## config.mk

```make
export PLATFORM = sky130hd
export DESIGN_NAME = hazard_unit_p
export DESIGN_NICKNAME = d
export VERILOG_FILES = /design/src/rtl/hazard_unit_p_pkg.sv /design/src/rtl/hazard_match.sv /design/src/rtl/hazard_unit_p.sv
export SDC_FILE = /design/constraint.sdc
export NUM_CORES = 1
export LEC_CHECK = 0
export ABC_AREA = 1
export ABC_CLOCK_PERIOD_IN_PS = 1950
export BUFFER_PORTS_ARGS = -buffer_cell sky130_fd_sc_hd__buf_2
export CELL_PAD_IN_SITES_DETAIL_PLACEMENT = 1
export CELL_PAD_IN_SITES_GLOBAL_PLACEMENT = 2
export CORE_ASPECT_RATIO = 1.75
export CORE_MARGIN = 1.5
export CORE_UTILIZATION = 30
export DETAILED_ROUTE_END_ITERATION = 8
export PLACE_DENSITY_LB_ADDON = 0.1
export SLEW_MARGIN = 20
export SYNTH_ARGS = -nofsm -noshare
export SYNTH_HDL_FRONTEND = slang
export SYNTH_HIERARCHICAL = 1
export SYNTH_SLANG_ARGS = --single-unit
export TNS_END_PERCENT = 100
```

## constraint.sdc

```tcl
create_clock -name clk -period 1.95 [get_ports clk]
set_input_delay 0.195 -clock clk [delete_from_list [all_inputs] [get_ports clk]]
set_output_delay 0.195 -clock clk [all_outputs]
set_load 0.02 [all_outputs]
```

## src/rtl/hazard_unit_p_pkg.sv

```systemverilog
// Shared definitions for the hazard unit: forward-select encodings and the
// per-stage tracker record.
package hazard_unit_p_pkg;

    localparam logic [2:0] FWD_RF  = 3'd0;
    localparam logic [2:0] FWD_EXE = 3'd1;
    localparam logic [2:0] FWD_MEM = 3'd2;
    localparam logic [2:0] FWD_WB  = 3'd3;

    // Register indices are stored zero-extended so one record type serves any REG_AW up to this width.
    localparam int ENTRY_AW_MAX = 16;

    typedef struct packed {
        logic                    valid;
        logic [ENTRY_AW_MAX-1:0] rd;
        logic                    is_load;
    } trk_entry_t;

    function automatic logic [2:0] stage_to_fwd(input logic hit, input logic [2:0] stage);
        return hit ? (stage + 3'd1) : FWD_RF;
    endfunction

endpackage

```

## src/rtl/hazard_match.sv

```systemverilog
// Priority search of the tracker for one ID source operand; the youngest
// (lowest stage index) matching writer wins.
module hazard_match
    import hazard_unit_p_pkg::*;
#(
    parameter int REG_AW   = 5,
    parameter int NSTG     = 3,
    parameter int LOAD_RDY = 1
) (
    input  trk_entry_t [NSTG-1:0] entries,
    input  logic [REG_AW-1:0]     src,
    input  logic                  used,
    input  logic                  id_valid,
    output logic                  hit,
    output logic [2:0]            stage,
    output logic                  unready_load
);

    // Scan oldest to youngest so the youngest match overwrites older ones.
    always_comb begin
        hit          = 1'b0;
        stage        = 3'd0;
        unready_load = 1'b0;
        for (int s = NSTG - 1; s >= 0; s--) begin
            if (id_valid && used && (src != {REG_AW{1'b0}}) && entries[s].valid &&
                (entries[s].rd == ENTRY_AW_MAX'(src))) begin
                hit          = 1'b1;
                stage        = 3'(s);
                unready_load = entries[s].is_load && (s < LOAD_RDY);
            end else begin
                hit          = hit;
            end
        end
    end

endmodule

```

## src/rtl/hazard_unit_p.sv

```systemverilog
// Load-use hazard detection and forwarding-select generation for an in-order
// pipeline, with a stall counter.
module hazard_unit_p
    import hazard_unit_p_pkg::*;
#(
    parameter int REG_AW   = 5,
    parameter int NSTG     = 3,
    parameter int LOAD_RDY = 1,
    parameter int CNT_W    = 16
) (
    input  logic              clk,
    input  logic              rst,
    input  logic              id_valid,
    input  logic [REG_AW-1:0] id_rs,
    input  logic [REG_AW-1:0] id_rt,
    input  logic              id_rs_used,
    input  logic              id_rt_used,
    input  logic [REG_AW-1:0] id_rd,
    input  logic              id_regwrite,
    input  logic              id_memread,
    input  logic              id_kill,
    input  logic              ext_stall,
    output logic [2:0]        fwd_rs,
    output logic [2:0]        fwd_rt,
    output logic              stall_id,
    output logic [CNT_W-1:0]  stall_cnt
);

    trk_entry_t [NSTG-1:0] trk_r;
    logic                  rs_hit_s, rt_hit_s;
    logic [2:0]            rs_stage_s, rt_stage_s;
    logic                  rs_unready_s, rt_unready_s;
    logic                  enter_s;

    hazard_match #(.REG_AW(REG_AW), .NSTG(NSTG), .LOAD_RDY(LOAD_RDY)) u_match_rs (
        .entries      (trk_r),
        .src          (id_rs),
        .used         (id_rs_used),
        .id_valid     (id_valid),
        .hit          (rs_hit_s),
        .stage        (rs_stage_s),
        .unready_load (rs_unready_s)
    );

    hazard_match #(.REG_AW(REG_AW), .NSTG(NSTG), .LOAD_RDY(LOAD_RDY)) u_match_rt (
        .entries      (trk_r),
        .src          (id_rt),
        .used         (id_rt_used),
        .id_valid     (id_valid),
        .hit          (rt_hit_s),
        .stage        (rt_stage_s),
        .unready_load (rt_unready_s)
    );

    // Outputs are combinational from tracker state and ID inputs (zero latency).
    always_comb begin
        fwd_rs   = stage_to_fwd(rs_hit_s, rs_stage_s);
        fwd_rt   = stage_to_fwd(rt_hit_s, rt_stage_s);
        stall_id = !id_kill && (rs_unready_s || rt_unready_s);
        enter_s  = !stall_id && id_valid && !id_kill && id_regwrite &&
                   (id_rd != {REG_AW{1'b0}});
    end

    // Tracker shift and stall counter; everything freezes while ext_stall is high.
    always_ff @(posedge clk) begin
        if (rst) begin
            for (int s = 0; s < NSTG; s++) begin
                trk_r[s].valid <= 1'b0;
            end
            stall_cnt <= {CNT_W{1'b0}};
        end else if (!ext_stall) begin
            for (int s = NSTG - 1; s > 0; s--) begin
                trk_r[s] <= trk_r[s-1];
            end
            trk_r[0].valid   <= enter_s;
            trk_r[0].rd      <= ENTRY_AW_MAX'(id_rd);
            trk_r[0].is_load <= id_memread;
            if (stall_id && (stall_cnt != {CNT_W{1'b1}})) begin
                stall_cnt <= stall_cnt + {{(CNT_W-1){1'b0}}, 1'b1};
            end else begin
                stall_cnt <= stall_cnt;
            end
        end else begin
            trk_r     <= trk_r;
            stall_cnt <= stall_cnt;
        end
    end

endmodule

```

==> metrics <==
global-route wire length before repair=14300 µm; setup slack after layout=-226 ps; vias in the first global route=3049; Worst-Margin Slew=approximately 500 ps; crit-path cells=buf_4, xnor2_2, nand3_2, nor2_1, nand3_1, nor2_2, ha_2, xnor2_2, nor2_1, buf_4; vertical die dimension=131 µm; Setup Crit Path Kind=flop to primary output; post-route minimum period=2180 ps; area after detailed placement=0.00344 mm²; mapped cell area=~0.0028 mm²; final weighted congestion in routability-driven placement=0.815; share of post-route cells with drive strength above 1=27.0%; DRC marker count from the first detailed-route iteration=61; num ports=47; Layout Utilization=44.0%; final routed DRC violation total=0; post-synthesis to final-layout area growth=42.0%; area of the die=0.00994 mm²; fmax=460 MHz; final routed wirelength across all metal layers=8660 µm; failing checks=negative setup slack; Power Density=around 480 mW/mm²; number of max-cap violations=0; library cell used as clock root buffer=clkbuf_16; most common cell after layout, fill and taps aside=nand2_1; static leakage=0.00198 µW; remaining global-route overflow=0; Wirelength per Cell=about 12 µm; TritonCTS Buffers=5; ANT nets after route=0; length of the first detailed-routing pass in iterations=4; headroom to the max-slew limit=66.5%; post-detailed-route via-to-cell ratio=4.22; count of nets after finishing=611; Required @ worst endpoint=~1800 ps; power after layout=1910 µW; synthesized netlist cell count=447; input/output buffers=46; H-tree depth reported by CTS=2; kind of start point of the critical path=flop; final hold vios=0; die width=about 76 µm; number of pins exceeding their max-slew limit in the final report=0; antenna violations before repair=0; class of the most critical hold timing path=input pin to flop; worst-path cell with the longest stage delay=edfxtp_1; fin crit share=112%; insertion delay to the later sink of the worst-skew pair=280 ps; final setup violation count=23; unrepaired setup endpoints after global routing=yes; number of buffers inserted for hold repair after clock tree synthesis=0; largest net degree at the start of global routing=17; number of clock sinks seen by CTS=35; ANT cells=0; crit end category=primary output; top library cells by usage in the layout, fill and taps aside=nand2_1, inv_1, conb_1; estimated wirelength of the detail-placed design=7000 µm; result of the run=finished, violations left; CTS Buffer Depth=2; count of synthesis-stage warnings from yosys=6; slack of the worst reg-to-reg path=-150 ps; worst supply voltage drop on vdd=350 µV; starting utilization of the core area=31.0%; TritonCTS clock tree=yes; GRT Overall Usage=18.4%; standard-cell row count=46; area inside the core boundary=0.00904 mm²; mean instance size in the synthesized netlist=6.26 µm²; data arrival time of the critical path=1980 ps; clock tree skew after final layout=4.59 ps; summed area of non-filler cells in the final layout=around 0.0040 mm²; worst-path maximum fanout=2; clock-pin slew on the worst setup and hold paths=60 ps; crit-path max cell delay=just over 400 ps; routed via count=2977
[worst paths after layout]
check	startpoint	end	cells after the start
worst min register to register	trk_r[3]$_DFFE_PP_	trk_r[21]$_DFFE_PP_	0
worst max register to register	trk_r[5]$_DFFE_PP_	stall_cnt[7]$_SDFFE_PP0P_	17
worst max-delay path	trk_r[37]$_DFFE_PP_	fwd_rs[2]	10
worst min-delay path	id_rd[0]	trk_r[1]$_DFFE_PP_	1
[critical path: cells and delay by family, from the launching register on]
| kind | cells | cell delay, ps |
|---|---|---|
| adder cells (fa/ha/maj) | 1 | 200 |
| flip-flops | 1 | 410 |
| AND/OR/NAND/NOR | 5 | 570 |
| XOR/XNOR | 2 | 190 |
| buffers and inverters | 2 | 320 |
[where the power goes]
part | switching (µW) | internal [µW] | total [µW]
Combinational | 146 | 96.7 | 243
Sequential | 18.5 | 789 | 808
Clock | 314 | 544 | 858
[final cells by class]
| type | count | area (µm²) |
|---|---|---|
| Fill cell | 1279 | 5060 |
| Clock buffer | 8 | 156 |
| Tap cell | 120 | 150 |
| Timing Repair Buffer | 70 | 474 |
| Multi-Input combinational cell | 383 | 2000 |
| Sequential cell | 35 | 861 |
| Inverter | 89 | 334 |
[what timing repair did]
item,in CTS,in global routing
hold endpoints to repair,0,0
pin swaps,30,39
endpoints found under the setup margin,22,23
buffers inserted,12,7
gates cloned,2,0
resized for setup,47,17
[layer usage]
| layer | global-route usage (%) | part of all wire, % | vias up |
|---|---|---|---|
| li1 | - | - | 1531 |
| met1 | 15.5 | 33 | 1397 |
| met2 | 41.9 | 62 | 40 |
| met3 | 2.99 | 2.8 | 9 |
| met4 | 5.88 | 1.9 | 0 |
| met5 | 0 | 0 | - |
[state kept, by name (all words and copies together), names as in the netlist]
| name | flops |
|---|---|
| stall_cnt | 16 |
| trk_r | 19 |
[through the flow]
step | hold WS [ps] | cells | setup slack, ps | TNS, ps
3_3_place_gp | 397 | 679 | -4.32 | -5.66
2_1_floorplan | 294 | 512 | 54.8 | 0
4_1_cts | 99.6 | 701 | -283 | -3990
3_5_place_dp | 395 | 679 | -62.1 | -558
5_1_grt | 108 | 705 | -437 | -5470
6_report | 106 | 705 | -226 | -2620
No activity file was read; power rests on OpenSTA's default activity.
